--- config.mk ---
export PLATFORM = sky130hd
export DESIGN_NAME = pipe_stage_skid
export DESIGN_NICKNAME = d
export VERILOG_FILES = /design/src/rtl/pipe_stage_skid.sv
export SDC_FILE = /design/constraint.sdc
export NUM_CORES = 1
export LEC_CHECK = 0
export BUFFER_PORTS_ARGS = -buffer_cell sky130_fd_sc_hd__buf_2
export CORE_ASPECT_RATIO = 1.25
export CORE_MARGIN = 1.5
export CORE_UTILIZATION = 55
export CTS_CLUSTER_SIZE = 25
export DETAILED_ROUTE_END_ITERATION = 12
export PLACE_DENSITY = 0.88
export SYNTH_ARGS = -nofsm -noshare
export SYNTH_HDL_FRONTEND = slang
export SYNTH_SLANG_ARGS = --single-unit
--- constraint.sdc ---
create_clock -name clk_in -period 2 [get_ports clk_in]
set_input_delay 0 -clock clk_in [delete_from_list [all_inputs] [get_ports clk_in]]
set_output_delay 0 -clock clk_in [all_outputs]
set_load 0.005 [all_outputs]
--- src/rtl/pipe_stage_skid.sv ---
// Inter-stage pipeline register with valid/ready handshakes and a 2-entry skid buffer.
// Carries one opaque payload. Downstream back-pressure is absorbed by the skid entry,
// so it never reaches upstream combinationally. Also provides a global stall/rdy freeze,
// a flush, and a saturating count of frozen occupied cycles.
module pipe_stage_skid #(
  parameter int unsigned        DATA_W     = 112,
  parameter logic [DATA_W-1:0]  BUBBLE_VAL = '0,
  parameter int unsigned        STALL_W    = 3,
  parameter logic [STALL_W-1:0] STALL_MASK = STALL_W'(3'b110),
  parameter int unsigned        CNT_W      = 16
) (
  input  logic               clk_in,
  input  logic               rst_n_in,
  input  logic               rdy_in,
  input  logic [STALL_W-1:0] stall,
  input  logic               flush,
  input  logic               in_valid,
  output logic               in_ready,
  input  logic [DATA_W-1:0]  in_data,
  output logic               out_valid,
  input  logic               out_ready,
  output logic [DATA_W-1:0]  out_data,
  output logic [1:0]         occupancy,
  output logic [CNT_W-1:0]   stall_cycles
);

  localparam int unsigned OCC_W = 2;

  typedef enum logic [1:0] {
    ST_EMPTY = 2'd0,
    ST_ONE   = 2'd1,
    ST_TWO   = 2'd2
  } state_e;

  state_e             state_q, state_d;
  logic               main_valid_q, main_valid_d;
  logic               skid_valid_q, skid_valid_d;
  logic [DATA_W-1:0]  main_data_q, main_data_d;
  logic [DATA_W-1:0]  skid_data_q, skid_data_d;
  logic [OCC_W-1:0]   occ_q, occ_d;
  logic [CNT_W-1:0]   cnt_q, cnt_d;

  logic hold;
  logic accept;
  logic drain;

  // Freeze condition: any masked stall bit or global not-ready.
  assign hold = (|(stall & STALL_MASK)) | ~rdy_in;

  // Upstream ready depends only on local state and global controls, never on out_ready.
  assign in_ready = rst_n_in & ~skid_valid_q & ~hold & ~flush;

  assign accept = in_valid & in_ready;
  assign drain  = main_valid_q & out_ready & ~hold;

  // Next-state, data movement and stall counter.
  always_comb begin
    state_d     = state_q;
    main_data_d = main_data_q;
    skid_data_d = skid_data_q;
    cnt_d       = cnt_q;

    // Count frozen cycles only while an instruction is held; saturate at all-ones.
    if (hold && main_valid_q && (cnt_q != {CNT_W{1'b1}})) begin
      cnt_d = cnt_q + CNT_W'(1);
    end

    if (flush) begin
      state_d     = ST_EMPTY;
      main_data_d = BUBBLE_VAL;
      skid_data_d = BUBBLE_VAL;
    end else if (!hold) begin
      unique case (state_q)
        ST_EMPTY: begin
          if (accept) begin
            state_d     = ST_ONE;
            main_data_d = in_data;
          end
        end
        ST_ONE: begin
          if (accept && drain) begin
            main_data_d = in_data;
          end else if (accept) begin
            state_d     = ST_TWO;
            skid_data_d = in_data;
          end else if (drain) begin
            state_d     = ST_EMPTY;
            main_data_d = BUBBLE_VAL;
          end
        end
        ST_TWO: begin
          if (drain) begin
            state_d     = ST_ONE;
            main_data_d = skid_data_q;
            skid_data_d = BUBBLE_VAL;
          end
        end
        default: begin
          state_d     = ST_EMPTY;
          main_data_d = BUBBLE_VAL;
          skid_data_d = BUBBLE_VAL;
        end
      endcase
    end

    main_valid_d = (state_d != ST_EMPTY);
    skid_valid_d = (state_d == ST_TWO);
    occ_d        = OCC_W'(main_valid_d) + OCC_W'(skid_valid_d);
  end

  // State and payload registers; reset discards all entries and clears the counter.
  always_ff @(posedge clk_in) begin
    if (!rst_n_in) begin
      state_q      <= ST_EMPTY;
      main_valid_q <= 1'b0;
      skid_valid_q <= 1'b0;
      main_data_q  <= BUBBLE_VAL;
      skid_data_q  <= BUBBLE_VAL;
      occ_q        <= '0;
      cnt_q        <= '0;
    end else begin
      state_q      <= state_d;
      main_valid_q <= main_valid_d;
      skid_valid_q <= skid_valid_d;
      main_data_q  <= main_data_d;
      skid_data_q  <= skid_data_d;
      occ_q        <= occ_d;
      cnt_q        <= cnt_d;
    end
  end

  assign out_valid    = main_valid_q;
  assign out_data     = main_data_q;
  assign occupancy    = occ_q;
  assign stall_cycles = cnt_q;

endmodule

==> results of run 1 <==
## worst max-delay path by stage
stage / slack, ns / endpoint / startpoint / depth (start not counted)
final: 0.06 / out_data[95]$_SDFFE_PP0P_ / skid_valid_q$_SDFF_PN0_ / 6
after detailed placement: 0.21 / stall_cycles[12]$_SDFFE_PN0P_ / stall_cycles[0]$_SDFFE_PN0P_ / 4
after global routing: -0.004 / out_data[95]$_SDFFE_PP0P_ / skid_valid_q$_SDFF_PN0_ / 6
after floorplan: 0.28 / out_data[13]$_SDFFE_PP0P_ / state_q[1]$_SDFF_PN0_ / 8
after global placement: 0.26 / stall_cycles[8]$_SDFFE_PN0P_ / stall_cycles[0]$_SDFFE_PN0P_ / 4
after CTS: 0.17 / out_data[40]$_SDFFE_PP0P_ / state_q[1]$_SDFF_PN0_ / 6
## synth_stat cells, types with 2 or more instances
master	count	area (um^2)
o21ba_2	2	20.0
o31ai_1	5	37.5
inv_1	5	18.8
buf_1	10	37.5
nor4_1	4	25.0
o2bb2ai_2	12	180
nand4_1	7	43.8
mux2i_1	226	2260
o311ai_0	3	26.3
buf_6	5	56.3
nand2b_1	6	37.5
o21ai_0	8	40.0
dfxtp_1	244	4880
or3_1	3	18.8
clkbuf_1	48	180
nor3_1	3	15.0
buf_2	32	160
buf_4	12	90.1
and4_1	2	17.5
nor2_1	122	458
o41ai_1	4	35.0
nand3_1	8	40.0
or4_1	5	37.5
o2bb2ai_1	100	876
nand2_1	237	890
nor4_4	2	42.5
a21oi_1	127	636
## final cells by class
type | count | area [um^2]
tap | 270 | 338
multi-input combinational | 900 | 5910
clock buffer | 31 | 677
timing repair buffer | 395 | 2810
inverter | 5 | 18.8
antenna | 3 | 7.51
fill | 1248 | 5300
sequential | 244 | 4890
clock inverter | 13 | 154
## layer usage
layer | GRT usage [%] | vias up
met5 | 0 | -
met4 | 20.4 | 0
met3 | 8.25 | 218
met2 | 58.3 | 723
met1 | 39.8 | 5376
li1 | - | 5057
## report_power, final
| group | switching (W) | internal [W] |
|---|---|---|
| Clock | 0.00206 | 0.00278 |
| Sequential | 0.00000585 | 0.00486 |
| Combinational | 0.000424 | 0.000362 |
| Total | 0.00249 | 0.00801 |
## logic make-up after synthesis
kind of cell / Yosys count / share of synthesized area [%]
and+or+nand+nor: 405 / 14.8
muxes: 226 / 20.1
DFF: 244 / 43.3
buffers and inverters: 112 / 4.81
AOI/OAI and AO/OA: 268 / 16.9
adders and majority gates: 1 / 0.111
## metrics by stage
stage               setup TNS [ns]  instance area (um^2)  total power, W  utilization [%]  hold slack [ns]
floorplan                        0                 11300         0.00526                -            0.142
global placement                 0                 12800         0.00550             63.5            0.267
detailed placement               0                 12800         0.00552             63.5            0.274
CTS                              0                 14800          0.0104             73.4           0.0684
global route              -0.00398                 14800          0.0108             73.6            0.110
finish                           0                 14800          0.0105             73.6           0.0963
## state kept, by name, indices dropped and copies added, names as in the netlist
register / flops
state_q: 2
out_data: 112
out_valid: 1
skid_valid_q: 1
skid_data_q: 112
stall_cycles: 16
## repair_timing
action / in CTS / in global routing
hold endpoints to repair: 234 / 0
hold buffers: 117 / 0
buffers inserted: 0 / 1
gates resized for setup: 0 / 4
setup endpoints to repair: 0 / 5
## tightest hold or removal path, stage by stage
cell and delay, ns:
buf_2 0.14, nor2_4 0.06, buf_12 0.19, nand2_1 0.12
mux2i_1 0.05
==> results.toml, run 1 <==
[die]
start_util_pct = 56.1
dieArea_um2 = 21400
num_rows = 58
die_y_um = 163
ios = 253
core_area_um2 = 20100
die_w_um = 131

[placement]
dp_cells = 1696
port_buffers = 251
post-place-ws_ns = 0.205
gp_congestion = 0.862
detailed_place_hpwl_mm = 18.5

[synthesis]
syn_area_per_cell_um2 = 8.98
synth.cell_area_um2 = 11300
synth-edff-count = 0
synth_async_sr_flop_share_pct = 0
synth_flop_cell = "dfxtp_1"
yosysSeqAreaShare_pct = 43.3
synth_fp_nets = 1378
yosysWarnings = 0
synth_cells = 1256
ys_ff_latch = 244
ys_types = 41

[detailed_routing]
highest-signal-layer = "met4"
post_drt_wl_per_cell_um = 20.4
drt.antenna.violating_nets = 0
vias = 11400
drt-met1-wl_mm = 13.8
drt_pass1_iterations = 7
wl_met2_mm = 18.6
viasPerCell = 6.11
route.met3.wl_mm = 3.14
wirelength_mm = 37.9
drc = 0
drt_iter0_drc = 1017

[sta]
period_share_pct = 96.8
period_needed_ns = 1.94
slew_violations = 0
fmax_mhz = 516
worst_slew_pin_slew_ns = 0.733
setup_viol = 0
fin_worst_skew_ns = 0.0254
hold_violations = 0
setup_ws_ns = 0.0635
slew_headroom_pct = 51.1

[cells_and_area]
final_cells = 1861
layout_common_cells = "buf_2 (251), dfxtp_1 (242), nand2_1 (237)"
syn_to_final_growth_pct = 31.2
layout-drive-gt1-share_pct = 21.7
mostFrequentLayoutCell = "buf_2"
nets = 1692

[global_route]
grtUsageTotal_pct = 34.7
grt_overflow_total = 0
grt_max_degree = 113
grt_pass1_vias = 11300
antenna_found_initial = 2
grt_pass1_wl_mm = 59.0

[clocking]
cts.sinks = 244
clk_latency_ns = 0.54
cts.path.max_buffers = 3
cts_tree = "built"
cts_made_buffers = 24
h-tree-depth = 1
clk_pin_slew_ns = 0.07
cts_root_buf = "clkbuf_16"

[setup_path]
worstPathCellList = "nand4bb_1 > buf_4 > o21ai_1 > nand4_1 > buf_12 > o2bb2ai_1"
r2r-start = "skid_valid_q$_SDFF_PN0_"
crit_fanout = 77
regToRegEndpoint = "out_data[95]$_SDFFE_PP0P_"
start_kind = "flop"
endpoint_kind = "flop"
crit_type = "reg2reg"
slowest_stage = "o2bb2ai_1"
reg2reg_depth = 6
slowest_delay_ns = 0.35
cp.buffers_inverters = 2
crit_family = "compound AO/OA/AOI/OAI gates"
r2r_slack_ns = 0.06
worstPathRequired_ns = 2.42
crit_arrival_ns = 2.36

[outcome]
status = "finished clean"

[min_path]
min_from = "flush"
holdPathStages = 5
min_path_type = "in2reg"
min_to = "skid_data_q[10]$_SDFFE_PP0P_"

[job]
maxCapViolations = 0

[pwr]
cellPowerDensity_nw_per_um2 = 709
vdd_drop_max_mv = 0.734
p_leak_nw = 5.57
Note: power is estimated with default switching activity, not from simulation.
==> run 2: changes to the inputs <==
Settings changed: BUFFER_PORTS_ARGS -buffer_cell sky130_fd_sc_hd__buf_2 to default, CORE_UTILIZATION 55 to 60, DONT_BUFFER_PORTS from default to 1, PLACE_DENSITY 0.88 to 0.83, SETUP_SLACK_MARGIN from default to 0.15.
==> results.toml, run 2 (same netlist as run 1, synthesis figures left out) <==
[cells_and_area]
syn_to_final_growth_pct = 23.2
fill_cells = 1100
final_cells = 1602
layout_common_cells = "dfxtp_1 (239), nand2_1 (237), mux2i_1 (225)"
nets = 1476
layout-drive-gt1-share_pct = 8.91
multiInputGateArea_um2 = 5900
mostFrequentLayoutCell = "dfxtp_1"
seq_area_um2 = 4900

[outcome]
violations = "hold timing"
status = "finished, violations left"

[setup_path]
crit_fanout = 24
start_kind = "input pin"
slowest_delay_ns = 0.63
crit_type = "in2reg"
crit_arrival_ns = 2.41
slowest_stage = "nor3b_1"
endpoint_kind = "flop"
worstPathCellList = "dlygate4sd3_1 > nor3b_1 > o21ai_0 > o21ba_4 > buf_4 > clkbuf_16 > mux2i_1"
worstPathRequired_ns = 2.43

[sta]
setup_ws_ns = 0.0240
rsz0062_at_grt = "yes"
fmax_mhz = 506
hold_violations = 1
worst_slew_pin_slew_ns = 0.756
slew_headroom_pct = 49.5
setup_viol = 0
slew_violations = 0
fin_worst_skew_ns = 0.00856
period_share_pct = 98.8
hold_ws_ns = -0.0131
period_needed_ns = 1.98

[detailed_routing]
drt.antenna.violating_nets = 0
drt_iter0_drc = 836
wirelength_mm = 34.5
vias = 10300
post_drt_wl_per_cell_um = 21.5
drt_pass1_iterations = 5
viasPerCell = 6.40
drc = 0

[clocking]
cts_tree = "built"
clk_latency_ns = 0.51
cts_made_buffers = 24
cts.path.max_buffers = 3
clk_pin_slew_ns = 0.06
cts_root_buf = "clkbuf_16"
h-tree-depth = 1
cts.sinks = 244

[pwr]
net-switching-power_w = 0.00227
seq_power_share_pct = 47.2
vdd_drop_max_mv = 0.701
p_comb_share_pct = 6.3
cellPowerDensity_nw_per_um2 = 742
p_leak_nw = 4.57
internal_power_w = 0.00804
sw_frac_of_total_pct = 22.0
clkPwrFrac_pct = 46.4

[die]
core_area_um2 = 18200
dieArea_um2 = 19600
die_y_um = 156
ios = 253
die_w_um = 126
start_util_pct = 61.8
num_rows = 55

[job]
maxCapViolations = 0

[global_route]
antenna_found_initial = 2
grt_overflow_total = 0
grt_pass1_wl_mm = 51.1
grtUsageTotal_pct = 31.4
grt_max_degree = 113
grt_pass1_vias = 10100

[placement]
dp_cells = 1413
post-place-ws_ns = 0.204
port_buffers = 0
detailed_place_hpwl_mm = 17.1
gp_congestion = 0.832

[min_path]
min_path_type = "in2reg"
==> run 2: cell types whose count changed in the layout (fill, tap and decap cells not counted), moves of 4 or more <==
cell,before,now
buf_4,13,33
clkbuf_16,24,29
buf_2,251,0
dlygate4sd3_1,117,123
clkinv_2,8,4
==> run 2: worst max-delay path, delay by kind of cell <==
kind,cells,cell delay [ns]
buffers and inverters,3,0.94
AND/OR/NAND/NOR,1,0.63
AO/OA/AOI/OAI,2,0.60
multiplexers,1,0.22
==> run 2: area by class of cell <==
class / instances / area share [%]
diodes: 4 / 0.0721
clock buffers: 35 / 5.21
clock inverters: 7 / 0.793
inverters: 5 / 0.162
multi-input cells: 900 / 42.5
flip-flops and latches: 244 / 35.2
well taps: 228 / 2.05
repair buffers: 179 / 14.0
==> run 2: worst paths after layout <==
check | cells after the start | start | end | slack (ns)
max | 7 | stall[1] | skid_data_q[95]$_SDFFE_PP0P_ | 0.02
min | 4 | flush | state_q[0]$_SDFF_PN0_ | -0.01
max reg2reg | 7 | skid_valid_q$_SDFF_PN0_ | out_data[8]$_SDFFE_PP0P_ | 0.16
min reg2reg | 2 | skid_data_q[104]$_SDFFE_PP0P_ | skid_data_q[104]$_SDFFE_PP0P_ | 0.46
==> run 2: timing repair <==
item,CTS,global route
hold buffers,122,2
buffers inserted,0,14
endpoints found under the hold margin,243,1
gates resized for setup,0,15
endpoints found under the setup margin,0,161
==> run 2: power groups by stage <==
stage	Combinational (W)	Sequential (W)	Clock [W]
floorplan	0.000279	0.00498	0
global placement	0.000332	0.00498	0
detailed placement	0.000341	0.00498	0
CTS	0.000607	0.00487	0.00483
global route	0.000698	0.00487	0.00501
finish	0.000652	0.00487	0.00479
==> run 2: through the flow <==
step | power (W) | setup TNS [ns] | utilization, % | hold WS [ns] | cell area (um^2)
after floorplan | 0.00526 | 0 | - | 0.142 | 11300
after global placement | 0.00531 | 0 | 63.3 | 0.144 | 11500
after detailed placement | 0.00532 | 0 | 63.3 | 0.150 | 11500
after CTS | 0.0103 | 0 | 74.5 | 0.000184 | 13600
after global routing | 0.0106 | -1.48 | 76.1 | 0.00482 | 13900
final | 0.0103 | 0 | 76.2 | -0.0131 | 13900
==> run 2: routing by layer <==
| layer | vias up | wire (um) | global-route usage, % |
|---|---|---|---|
| met1 | 4912 | 12900 | 35.4 |
| met3 | 132 | 2780 | 5.85 |
| met5 | - | 0 | 0 |
| met2 | 566 | 17300 | 57.1 |
| met4 | 0 | 1420 | 14.6 |
| li1 | 4646 | - | - |
